<file path="src/rtl/vga_line_fetch_arbiter.sv">
// Arbitrates the single-port video RAM between CPU bus accesses and the per-line
// display prefetch; display has priority, the CPU owns every CPU_SLOT-th fetch cycle.
module vga_line_fetch_arbiter #(
    parameter int ADDR_W     = 12,
    parameter int LINE_WORDS = 20,
    parameter int CPU_SLOT   = 4,
    parameter int LB_AW      = $clog2(LINE_WORDS)
) (
    input  logic              clk,
    input  logic              rst,
    input  logic              cpu_req_i,
    input  logic              cpu_we_i,
    input  logic [3:0]        cpu_be_i,
    input  logic [ADDR_W-1:0] cpu_addr_i,
    input  logic [31:0]       cpu_wdata_i,
    output logic              cpu_gnt_o,
    output logic              cpu_rvalid_o,
    output logic [31:0]       cpu_rdata_o,
    input  logic              line_start_i,
    input  logic [9:0]        line_idx_i,
    output logic              fetch_busy_o,
    output logic              fetch_done_o,
    output logic              overrun_o,
    output logic              lb_we_o,
    output logic [LB_AW-1:0]  lb_addr_o,
    output logic [31:0]       lb_wdata_o,
    output logic              ram_en_o,
    output logic              ram_we_o,
    output logic [3:0]        ram_be_o,
    output logic [ADDR_W-1:0] ram_addr_o,
    output logic [31:0]       ram_wdata_o,
    input  logic [31:0]       ram_rdata_i
);
    localparam int SLOT_W = $clog2(CPU_SLOT);
    localparam logic [SLOT_W-1:0] SLOT_LAST = SLOT_W'(CPU_SLOT - 1);
    localparam logic [LB_AW-1:0]  WORD_LAST = LB_AW'(LINE_WORDS - 1);

    typedef enum logic [1:0] {S_IDLE, S_FETCH, S_DRAIN} state_e;
    typedef enum logic [1:0] {OWN_NONE, OWN_CPU, OWN_DISP} own_e;

    state_e            state_q, state_d;
    own_e              rsp_own_q, rsp_own_d;
    logic [ADDR_W-1:0] base_q, base_d;
    logic [LB_AW-1:0]  word_q, word_d, rsp_idx_q, rsp_idx_d;
    logic [SLOT_W-1:0] slot_q, slot_d;
    logic              rsp_wr_q, rsp_wr_d, overrun_q, overrun_d;
    logic              busy, cpu_gnt, disp_issue, rsp_cpu, rsp_disp;

    assign busy = (state_q != S_IDLE);

    // State register
    always_ff @(posedge clk) begin
        if (rst) state_q <= S_IDLE;
        else     state_q <= state_d;
    end

    // Next-state logic
    always_comb begin
        state_d = state_q;
        case (state_q)
            S_IDLE:  if (line_start_i) state_d = S_FETCH;
            S_FETCH: begin
                if (line_start_i)                          state_d = S_FETCH;
                else if (disp_issue && word_q == WORD_LAST) state_d = S_DRAIN;
            end
            S_DRAIN: state_d = line_start_i ? S_FETCH : S_IDLE;
            default: state_d = S_IDLE;
        endcase
    end

    // Slot ownership; rst gates both requesters off the RAM port
    always_comb begin
        cpu_gnt    = 1'b0;
        disp_issue = 1'b0;
        if (!rst) begin
            if (state_q == S_FETCH) begin
                cpu_gnt    = cpu_req_i && (slot_q == SLOT_LAST);
                disp_issue = !cpu_gnt;
            end else begin
                cpu_gnt = cpu_req_i;
            end
        end
    end

    assign cpu_gnt_o   = cpu_gnt;
    assign ram_en_o    = cpu_gnt | disp_issue;
    assign ram_we_o    = cpu_gnt & cpu_we_i;
    assign ram_be_o    = cpu_gnt ? (cpu_we_i ? cpu_be_i : 4'hF) : (disp_issue ? 4'hF : 4'h0);
    assign ram_addr_o  = cpu_gnt ? cpu_addr_i : (disp_issue ? base_q + ADDR_W'(word_q) : '0);
    assign ram_wdata_o = cpu_gnt ? cpu_wdata_i : 32'h0;

    always_comb begin
        base_d    = base_q;
        word_d    = word_q;
        slot_d    = slot_q;
        overrun_d = overrun_q | (line_start_i & busy);
        if (line_start_i) begin
            base_d = ADDR_W'(32'(line_idx_i) * 32'(LINE_WORDS));
            word_d = '0;
            slot_d = '0;
        end else if (state_q == S_FETCH) begin
            if (disp_issue) word_d = word_q + LB_AW'(1);
            slot_d = (slot_q == SLOT_LAST) ? '0 : slot_q + SLOT_W'(1);
        end
        // A restart discards the display read issued in the same cycle
        if (cpu_gnt)                         rsp_own_d = OWN_CPU;
        else if (disp_issue && !line_start_i) rsp_own_d = OWN_DISP;
        else                                 rsp_own_d = OWN_NONE;
        rsp_idx_d = word_q;
        rsp_wr_d  = cpu_we_i;
    end

    always_ff @(posedge clk) begin
        if (rst) begin
            base_q    <= '0;
            word_q    <= '0;
            slot_q    <= '0;
            overrun_q <= 1'b0;
            rsp_own_q <= OWN_NONE;
            rsp_idx_q <= '0;
            rsp_wr_q  <= 1'b0;
        end else begin
            base_q    <= base_d;
            word_q    <= word_d;
            slot_q    <= slot_d;
            overrun_q <= overrun_d;
            rsp_own_q <= rsp_own_d;
            rsp_idx_q <= rsp_idx_d;
            rsp_wr_q  <= rsp_wr_d;
        end
    end

    assign rsp_cpu      = (rsp_own_q == OWN_CPU);
    assign rsp_disp     = (rsp_own_q == OWN_DISP);
    assign cpu_rvalid_o = rsp_cpu;
    assign cpu_rdata_o  = (rsp_cpu && !rsp_wr_q) ? ram_rdata_i : 32'h0;
    assign lb_we_o      = rsp_disp;
    assign lb_addr_o    = rsp_disp ? rsp_idx_q : '0;
    assign lb_wdata_o   = rsp_disp ? ram_rdata_i : 32'h0;
    assign fetch_done_o = rsp_disp && (rsp_idx_q == WORD_LAST);
    assign fetch_busy_o = busy;
    assign overrun_o    = overrun_q;
endmodule

</file>
<file path="config.mk">
export PLATFORM = sky130hd
export DESIGN_NAME = vga_line_fetch_arbiter
export DESIGN_NICKNAME = d
export VERILOG_FILES = /design/src/rtl/vga_line_fetch_arbiter.sv
export SDC_FILE = /design/constraint.sdc
export NUM_CORES = 1
export LEC_CHECK = 0
export CORE_ASPECT_RATIO = 1.1
export CORE_MARGIN = 2
export CORE_UTILIZATION = 32
export DETAILED_ROUTE_END_ITERATION = 10
export HOLD_SLACK_MARGIN = 0.1
export PLACE_DENSITY = 0.89
export SYNTH_ARGS = -nofsm -noshare
export SYNTH_HDL_FRONTEND = slang
export SYNTH_SLANG_ARGS = --single-unit
</file>
<file path="constraint.sdc">
create_clock -name clk -period 2.3 [get_ports clk]
set_input_delay 0.46 -clock clk [delete_from_list [all_inputs] [get_ports clk]]
set_output_delay 0.46 -clock clk [all_outputs]
set_load 0.1 [all_outputs]
</file>
==> summary.txt, run 1 <==
Synth
  – Area fraction in compound gates after synthesis: 10.9%
  – Synth Instances: between 300 and 400
  – Post-synthesis mux area share: 2.89%
  – Synth top area cells: and2_1 (26%), dfxtp_1 (23%), ha_1 (9.3%)
  – Cell variety after synth: 39
  – Yosys reg bits: 28
  – Top FF cell, synth: dfxtp_1
  – Yosys warnings: 0
  – Syn nets: 427
  – Xor/xnor share of the synthesized area: 6.14%
  – Mapped Area: 2420 sq um
  – Post-Synth Simple-Gate Area: approximately two fifths
  – Post-synth top area cell: and2_1
  – Synth top area share: 26.1%
  – Main combinational cell family by area after synthesis: simple AND/OR/NAND/NOR gates
  – Synth async-reset ratio: 0%
  – Mean post-synth cell area: 7.77 sq um
  – Post-synthesis adder-cell area fraction: 10.9%
  – Post-synth EDFFs: 0
  – Register area share after synthesis: about 23%

Power
  – Leakage power: 2.99 nW
  – Clock power frac: 15.0%
  – Internal Dissipation: 1.37 mW
  – Max IR drop VDD: 0.000552 V
  – Sw frac: 46.2%
  – Combinational power share: 63.5%
  – Sequential power share: 21.6%
  – Pwr dens: 360 nW/um^2
  – Sw power: 1.17 mW
  – Total Power: 2.54 mW

Drt
  – TritonRoute pass-1 iters: 7
  – DR DRC count: 0
  – Vias per cell: 5.80
  – Routed wire length: 18700 um
  – ANT nets after route: 0
  – DRT iter0 DRCs: roughly 250
  – Average wire per standard cell: ~29 um
  – Vias post-DR: 3790

Die
  – Initial Util: between 30% and 40%
  – Site Rows: 33
  – Die Y: 95.3 um
  – Core Area: 7390 sq um
  – I/O pin count: between 200 and 250
  – Die Area: 8290 sq um
  – Die Wd: 87 um

STA
  – WHS: 0.537 ns
  – Worst Skew: 0.0155 ns
  – Max_slew headroom: 44.5%
  – Setup TNS: -9.96 ns
  – Setup slack after layout: -0.511 ns
  – RSZ-0062 raised after global routing: true
  – Pins Over Slew Limit: 0
  – Final worst path period need: 2.81 ns
  – Period utilisation layout: 122%
  – # setup viols final: between 50 and 60
  – Worst Tran Pin Value: 0.825 ns
  – Fin. Hold Viols: 0
  – Fmax: 356 MHz

Layout
  – # diodes: 0
  – Most frequent cells in the layout: buf_12 (129), clkdlybuf4s50_1 (91), and2_4 (62), buf_4 (32), and2_1 (27)
  – Final instance area: 7060 sq um
  – Commonest non-fill, non-tap cell in the layout: buf_12
  – Syn-to-layout area delta: 191%
  – Nets: between 600 and 700
  – Proportion of layout cells with a drive suffix above 1: 56.6%

Global routing
  – Vias in the first global route: ~4000
  – Total grt overflow: 0
  – Largest net degree at the start of global routing: 33
  – Initial antenna violation count: 0
  – First-pass GRT wire length: 23500 um
  – Total track usage: around two fifths

Critical path
  – Critical Path AT: between 2 and 2.5 ns
  – Setup CP Type: reg -> out
  – Endpoint class of the critical path: output pin
  – Startpoint type of the worst setup path: flop
  – Crit path max fanout: 2
  – Worst EP required: between 1.5 and 2 ns

Clocking
  – Hold_buf cts: 0
  – CTS buffer count: 3
  – Worst-Skew Late Latency: roughly 0.3 ns
  – CTS root buf: clkbuf_8
  – Clock slew seen by the registers of the worst setup and hold paths: around 0.12 ns
  – Clock Sinks: 28
  – H-tree Lvls: 1
  – CTS tree: done
  – Clock buffer depth: 2

Placement
  – Final GP Congestion: 0.860
  – Pre-CTS worst setup slack: -0.468 ns
  – DP HPWL: between 9000 and 10000 um
  – I/O Buffers: 219
  – Placed cell areas: 6390 sq um

Hold path
  – Hold Crit Class: reg -> reg

Outcome
  – Failing checks: negative setup slack
  – Status: finished with violations

Run
  – Number of max-cap violations: 0
critical path, stage by stage, from the launching register on:
cell and delay [ns]:
dfxtp_4 0.39, ha_4 0.16, inv_4 0.04, fa_2 0.34, nand2b_4 0.17, a21oi_4 0.17, nand4_1 0.19, xnor2_2 0.24
o21ai_4 0.16, buf_12 0.19
metal layers:
metal	part of all wire [%]	global-route usage, %	vias to the layer above
li1	-	-	1522
met1	32	39.6	1844
met2	54	71.6	321
met3	7.6	7.36	103
met4	6.4	21.5	0
met5	0	0	-
sequential cells by signal, summed over array words and instances (netlist names):
signal     cells
slot_q         2
base_q        10
overrun_o      1
rsp_idx_d      5
state_q        2
rsp_own_q      2
rsp_idx_q      5
rsp_wr_q       1
cells in the mapped netlist, drive strengths merged (4+ instances only):
cell type / number
mux2i: 7
nand2: 19
a21o: 4
clkbuf: 12
inv: 11
and2: 101
xnor2: 12
o21ai: 16
dfxtp: 28
xor2: 5
nor2b: 8
a21oi: 7
o22ai: 4
nor2: 21
ha: 18
buf: 5
nand2b: 9
logic make-up after synthesis:
kind of cell / after synthesis
AND/OR/NAND/NOR: 171
buffers and inverters: 28
adder cells (fa/ha/maj): 20
AO/OA/AOI/OAI: 41
multiplexers: 7
flip-flops: 28
XOR/XNOR: 17
per-stage QoR:
stage | utilization [%] | std cells
6_report | 95.5 | 654
2_1_floorplan | - | 312
4_1_cts | 95.3 | 654
3_5_place_dp | 86.4 | 626
3_3_place_gp | 86.4 | 626
5_1_grt | 95.5 | 654
power by group through the flow:
stage / Sequential, mW / Clock, mW / Combinational [mW]
2_1_floorplan: 0.548 / 0 / 0.813
3_3_place_gp: 0.544 / 0 / 1.38
3_5_place_dp: 0.548 / 0 / 1.41
4_1_cts: 0.540 / 0.355 / 1.54
5_1_grt: 0.549 / 0.386 / 1.64
6_report: 0.549 / 0.380 / 1.61
what timing repair did:
item,in CTS,in global routing
pin swaps,48,21
gates resized for setup,88,24
gates cloned,6,0
buffers inserted,18,6
setup endpoints to repair,52,54
path summary, 6_finish.rpt:
| check | to | slack [ns] | cells after the start | from |
|---|---|---|---|---|
| max reg2reg | state_q[0] | -0.18 | 9 | slot_q[1] |
| min | overrun_o | 0.54 | 2 | overrun_o |
| min reg2reg | overrun_o | 0.54 | 2 | overrun_o |
| max | ram_addr_o[10] | -0.51 | 9 | base_q[2] |
area by class of cell:
cell class	count	area (sq um)
Timing Repair Buffer	268	3960
Multi-Input combinational cell	256	2290
Sequential cell	28	581
Fill cell	151	330
Tap cell	87	109
Clock buffer	4	66.3
Inverter	11	51.3
No activity file was read; power rests on OpenSTA's default activity.
==> inputs of run 2 (changes only) <==
Settings changed: MAX_ROUTING_LAYER from default to met4, PLACE_DENSITY 0.89 to 0.83.
==> run 2 against run 1 <==
The run still ends with negative setup slack left. First-iteration DRC count decreased by 23%. Sequential share of layout area increased by 0.19 points. Worst hold slack got worse by 0.048 ns. Die area unchanged. Register-to-register slack improved by 0.35 ns. Global-route usage decreased by 1.7 points. Wire length decreased by 14%. Combinational power decreased by 4%. Sequential power decreased by 0.9%. Critical path type unchanged. Critical endpoint is now ram_addr_o[8].
==> summary.txt, run 2 (synthesized netlist as in run 1, its figures left out) <==
Hold path
  – Hold Crit Class: reg -> reg

Drt
  – Vias per cell: 5.50 (-5.1%)
  – Average wire per standard cell: 24.9 um (-13%)
  – Routed wire length: 16000 um (-14%)
  – DRT iter0 DRCs: 191 (-23%)
  – TritonRoute pass-1 iters: 6 (-1)
  – ANT nets after route: 0 (unchanged)
  – DR DRC count: 0 (unchanged)
  – Vias post-DR: 3547 (-6.4%)

Global routing
  – Total grt overflow: 0 (unchanged)
  – Largest net degree at the start of global routing: 33 (unchanged)
  – Total track usage: 36.6% (-1.7 points)
  – Vias in the first global route: 3840 (-2.1%)
  – First-pass GRT wire length: 22200 um (-5.6%)
  – Initial antenna violation count: 1 (+1)

Layout
  – FILL cells: 223 (+48%)
  – Max reg flops: 10 (unchanged)
  – Register area: 577 sq um (-0.65%)
  – Reg with most FFs: base_q
  – Area occupied by multi-input gates: 2280 sq um (-0.60%)
  – Proportion of layout cells with a drive suffix above 1: 55.1% (-1.5 points)
  – Syn-to-layout area delta: 183%
  – Commonest non-fill, non-tap cell in the layout: buf_12
  – Most frequent cells in the layout: buf_12 (123), clkdlybuf4s50_1 (89), and2_4 (62), buf_4 (28), and2_1 (27)
  – Nets: 673 (-1.5%)

Critical path
  – Crit path buf inv count: 3 (+1)
  – Slowest Stage Delay on Critical Path: 0.38 ns (about the same)
  – Crit path max fanout: 2 (unchanged)
  – Endpoint class of the critical path: output pin
  – CP delay by family, top: adder cells
  – Startpoint type of the worst setup path: flop
  – Worst EP required: 1.84 ns (about the same)
  – Critical Path AT: 2.30 ns (-0.05 ns)
  – Slowest library cell on the worst path: dfxtp_2
  – Setup CP Type: reg -> out
  – Worst path cell trace: ha_4 > inv_2 > fa_2 > nand2b_4 > a21oi_4 > buf_4 > nand2_2 > xor2_2 > o21ai_4 > buf_12

Die
  – Die Y: 95.3 um (unchanged)
  – Die Wd: 87 um (unchanged)
  – I/O pin count: 220 (unchanged)
  – Die Area: 8290 sq um (unchanged)
  – Initial Util: 32.8% (unchanged)
  – Core Area: 7390 sq um (unchanged)
  – Site Rows: 33 (unchanged)

Outcome
  – Failing checks: negative setup slack
  – Status: finished with violations

Placement
  – Final GP Congestion: 0.812 (-5.5%)
  – DP HPWL: 10300 um (+4.3%)
  – I/O Buffers: 219 (unchanged)

Run
  – Number of max-cap violations: 0 (unchanged)

STA
  – Setup TNS: -3.89 ns (+6.06 ns)
  – Setup slack after layout: -0.465 ns (+0.0462 ns)
  – Fmax: 362 MHz (+1.7%)
  – Worst Tran Pin Value: 0.571 ns (-0.255 ns)
  – Worst Skew: 0.0124 ns (-0.00316 ns)
  – Final worst path period need: 2.76 ns (-0.0462 ns)
  – Max_slew headroom: 61.6% (+17 points)
  – Period utilisation layout: 120% (-2.0 points)
  – RSZ-0062 raised after global routing: true
  – Pins Over Slew Limit: 0 (unchanged)
  – Fin. Hold Viols: 0 (unchanged)
  – # setup viols final: 49 (-9.3%)

Clocking
  – Clock buffer depth: 2 (unchanged)
  – CTS buffer count: 3 (unchanged)
  – Clock slew seen by the registers of the worst setup and hold paths: 0.11 ns (about the same)
  – Worst-Skew Late Latency: 0.29 ns (about the same)
  – CTS root buf: clkbuf_8
  – CTS tree: done
  – H-tree Lvls: 1 (unchanged)
  – Clock Sinks: 28 (unchanged)
  – Hold_buf cts: 0 (unchanged)

Power
  – Total Power: 2.45 mW (-3.7%)
  – Leakage power: 2.90 nW (-3.1%)
  – Pwr dens: 357 nW/um^2 (-0.80%)
  – Max IR drop VDD: 0.000416 V (-25%)
==> run 2: worst register-to-register path, cell delays in order, from the launching register on <==
cell,delay (ns)
dfxtp_2,0.35
ha_4,0.17
buf_4,0.15
a211oi_4,0.38
buf_4,0.19
nand2_2,0.08
nor4_1,0.51
a2111oi_0,0.15
==> run 2: worst paths after layout <==
kind | startpoint | endpoint | slack [ns] | cells after the start
worst max register to register | slot_q[0] | state_q[0] | 0.17 | 7
worst min register to register | state_q[1] | state_q[0] | 0.49 | 1
worst min-delay path | state_q[1] | state_q[0] | 0.49 | 1
worst max-delay path | base_q[2] | ram_addr_o[8] | -0.46 | 10
==> run 2: where the power goes <==
group          switching [mW]  internal, mW
sequential             0.0346         0.509
clock                   0.180         0.190
combinational           0.900         0.636
==> run 2: final cells by class <==
type | count | share of cell area, %
Antenna cell | 1 | 0.0365
Clock buffer | 4 | 0.967
Inverter | 11 | 0.712
Multi-Input combinational cell | 257 | 33.2
Sequential cell | 28 | 8.41
Tap cell | 87 | 1.59
Timing Repair Buffer | 256 | 54.9
Timing Repair inverter | 1 | 0.128
==> run 2: per-stage QoR <==
step | setup slack, ns | hold slack [ns] | cells | util [%] | cell area, sq um
2_1_floorplan | -0.123 | 0.443 | 312 | - | 2750
5_1_grt | -0.479 | 0.500 | 645 | 92.8 | 6860
6_report | -0.465 | 0.489 | 645 | 92.8 | 6860
4_1_cts | -0.330 | 0.471 | 644 | 92.1 | 6810
3_5_place_dp | -0.363 | 0.474 | 624 | 86.1 | 6360
3_3_place_gp | -0.282 | 0.460 | 624 | 86.1 | 6360
==> run 2: timing repair <==
action / CTS / global route
endpoints found under the setup margin: 52 / 82
gates cloned: 5 / 0
gates resized for setup: 80 / 22
pin swaps: 48 / 16
setup buffers: 12 / 4
==> run 2: per-layer routing <==
| metal | routed length, um | track usage [%] |
|---|---|---|
| met5 | 0 | - |
| met4 | 964 | 22.4 |
| met3 | 1090 | 8.48 |
| met2 | 8860 | 67.9 |
| met1 | 5120 | 33.7 |
==> inputs of run 3 (changes only) <==
Settings changed: CORE_MARGIN 2 to default.
Clock period 2.3 ns to 3.17 ns, I/O delays scaled along.
==> run 3 against run 2 <==
The run now ends clean. Cell count down 5.0%. Global-route usage is 11 points lower. Critical endpoint is now ram_addr_o[10]. Total power fell by 35%. Clock power decreased by 25%. Clock-buffer cell count down 1. Setup slack improved by 0.54 ns. Cell area shrank 18%.
==> summary.txt, run 3 (synthesized netlist as in run 1, its figures left out) <==
Outcome
  – Status: complete, no violations

Critical path
  – Setup CP Type: reg -> out
  – Crit path from: rsp_idx_d[2]
  – Slowest library cell on the worst path: fa_1
  – FF-to-FF Start: slot_q[0]
  – Last element of the critical path: ram_addr_o[10]
  – Startpoint type of the worst setup path: flop
  – Endpoint class of the critical path: output pin
  – Slowest Stage Delay on Critical Path: 0.41 ns (+0.03 ns)
  – Worst EP required: 2.54 ns (+0.70 ns)
  – R2R Setup Slk: 1.33 ns (+1.16 ns)
  – Reg2Reg Capture Point: rsp_idx_d[4]
  – Critical Path AT: 2.46 ns (+0.16 ns)
  – Crit path max fanout: 6 (+4)
  – Cell count of the worst reg-to-reg path: 5 (-2)
  – Worst path cell trace: ha_1 > inv_1 > fa_1 > nand2b_2 > a21oi_2 > nand4_1 > xnor2_1 > o21ai_1 > clkbuf_16

Clocking
  – Clock slew seen by the registers of the worst setup and hold paths: 0.10 ns (about the same)
  – CTS root buf: clkbuf_8
  – Post-CTS Setup Bufs: 0 (-12)
  – CTS buffer count: 3 (unchanged)
  – H-tree Lvls: 1 (unchanged)
  – Clock Sinks: 28 (unchanged)
  – Worst-Skew Late Latency: 0.27 ns (-0.02 ns)
  – Clock buffer depth: 2 (unchanged)
  – CTS tree: done

Global routing
  – Total grt overflow: 0 (unchanged)
  – Largest net degree at the start of global routing: 39 (+18%)
  – First-pass GRT wire length: 15500 um (-30%)
  – Initial antenna violation count: 4 (+3)
  – Vias in the first global route: 3031 (-21%)
  – Total track usage: 25.8% (-11 points)

STA
  – Worst Skew: 0.00547 ns (-0.00689 ns)
  – Period utilisation layout: roughly 98%
  – WHS: 0.493 ns (+0.00359 ns)
  – Fmax: 323 MHz
  – Pins Over Slew Limit: 0 (unchanged)
  – Max_slew headroom: 72.9% (+11 points)
  – Final worst path period need: 3.09 ns
  – Worst Tran Pin Value: 0.403 ns (-0.168 ns)
  – RSZ-0062 raised after global routing: false
  – Fin. Hold Viols: 0 (unchanged)
  – # setup viols final: 0 (-100%)

Placement
  – Dpl cells: 605 (-3.0%)
  – Placed cell areas: 5550 sq um (-13%)
  – I/O Buffers: 219 (unchanged)
  – Final GP Congestion: 0.842 (+3.6%)
  – DP HPWL: 8700 um (-15%)

Drt
  – DRT iter0 DRCs: 80 (-58%)
  – Vias post-DR: 2974 (-16%)
  – TritonRoute pass-1 iters: 6 (unchanged)
  – Average wire per standard cell: 16.5 um (-34%)
  – Routed wire length: 10100 um (-37%)
  – ANT nets after route: 0 (unchanged)
  – Vias per cell: 4.85 (-12%)
  – DR DRC count: 0 (unchanged)

Layout
  – Syn-to-layout area delta: 133%
  – Final core occ: 78.8% (-14 points)
  – Max reg flops: 10 (unchanged)
  – Commonest non-fill, non-tap cell in the layout: and2_1
  – Proportion of layout cells with a drive suffix above 1: 29.6% (-26 points)
  – Area occupied by multi-input gates: 1770 sq um (-22%)
  – FILL cells: 485 (+120%)
  – Final instance area: 5640 sq um (-18%)
  – Reg with most FFs: base_q
  – Most frequent cells in the layout: and2_1 (101), clkdlybuf4s50_1 (94), buf_12 (91), buf_4 (39), dfxtp_1 (27)
  – Register area: 564 sq um (-2.2%)
  – Nets: 640 (-4.9%)
  – Non-Filler Instances: 613 (-5.0%)

Die
  – Die Y: 93.3 um (-2.1%)
  – Core Area: 7170 sq um (-3.0%)
  – Site Rows: 32 (-3.0%)
  – Die Wd: 85 um (-2.3%)
  – I/O pin count: 220 (unchanged)
  – Die Area: 7930 sq um (-4.3%)
  – Initial Util: 33.8% (+1.0 points)

Hold path
  – Hold Crit Class: reg -> reg

Power
  – Sw frac: 43.4% (-2.1 points)
  – Pwr dens: 283 nW/um^2 (-21%)
  – Clock power frac: 17.3% (+2.2 points)
  – Sequential power share: 24.3% (+2.1 points)
  – Combinational power share: 58.4% (-4.3 points)
  – Max IR drop VDD: 0.000225 V (-46%)
  – Internal Dissipation: 0.904 mW (-32%)
  – Total Power: 1.60 mW (-35%)
  – Leakage power: 2.43 nW (-16%)
  – Sw power: 0.693 mW (-38%)

Run
  – Number of max-cap violations: 0 (unchanged)
## run 3: changes by cell type in the layout (fill, tap and decap cells not counted), moves of 6 or more
cell	previous run	this run
and2_1	27	101
buf_12	123	91
dfxtp_2	7	0
o21ai_4	11	0
nand2_4	6	0
buf_4	28	39
buf_6	8	0
o21ai_2	1	7
o21ai_0	2	8
nand2_1	10	18
and2_4	62	0
and2_2	12	0
dfxtp_1	19	27
## run 3: worst min-delay path by stage
stage | from | end | slack [ns] | depth (start not counted)
5_1_grt | rsp_idx_d[2] | state_q[1] | 0.53 | 1
2_1_floorplan | state_q[1] | state_q[0] | 0.44 | 1
4_1_cts | state_q[1] | state_q[0] | 0.49 | 1
6_report | state_q[1] | state_q[0] | 0.49 | 1
3_5_place_dp | state_q[1] | state_q[0] | 0.48 | 1
3_3_place_gp | state_q[1] | state_q[0] | 0.46 | 1
## run 3: critical path, delay by kind of cell (launching register included)
family | cells | cell delay [ns]
buffers and inverters | 2 | 0.30
xor gates and xnor gates | 1 | 0.16
AOI/OAI and AO/OA | 2 | 0.36
adders and majority gates | 2 | 0.59
and+or+nand+nor | 2 | 0.38
DFF | 1 | 0.39
## run 3: final cells by class
cell class	count	share of cell area, %
Antenna cell	4	0.177
Inverter	11	0.732
Sequential cell	28	10.0
Timing Repair Buffer	225	54.6
Multi-Input combinational cell	256	31.4
Tap cell	85	1.88
Clock inverter	1	0.532
Clock buffer	3	0.732
## run 3: metal layers
layer | GRT usage (%) | part of all wire [%]
met5 | - | 0
met4 | 6.92 | 2.1
met3 | 7.06 | 8.9
met2 | 48.1 | 52
met1 | 26.6 | 37
## run 3: what timing repair did
item	in CTS	in global routing
hold buffers	0	0
setup endpoints to repair	1	1
resized for setup	1	4
pin swaps	0	1
## run 3: per-stage QoR
step / worst slack [ns] / setup TNS (ns)
4_1_cts: 0.0443 / 0
2_1_floorplan: -0.384 / -0.384
6_report: 0.0763 / 0
5_1_grt: 0.0107 / 0
3_3_place_gp: 0.178 / 0
3_5_place_dp: 0.129 / 0
## run 3: power by group through the flow
| stage | Sequential [mW] | Combinational [mW] | Clock, mW |
|---|---|---|---|
| after floorplan | 0.397 | 0.552 | 0 |
| after global placement | 0.394 | 0.920 | 0 |
| after detailed placement | 0.396 | 0.933 | 0 |
| after CTS | 0.387 | 0.935 | 0.278 |
| after global routing | 0.390 | 0.968 | 0.292 |
| final | 0.387 | 0.932 | 0.277 |
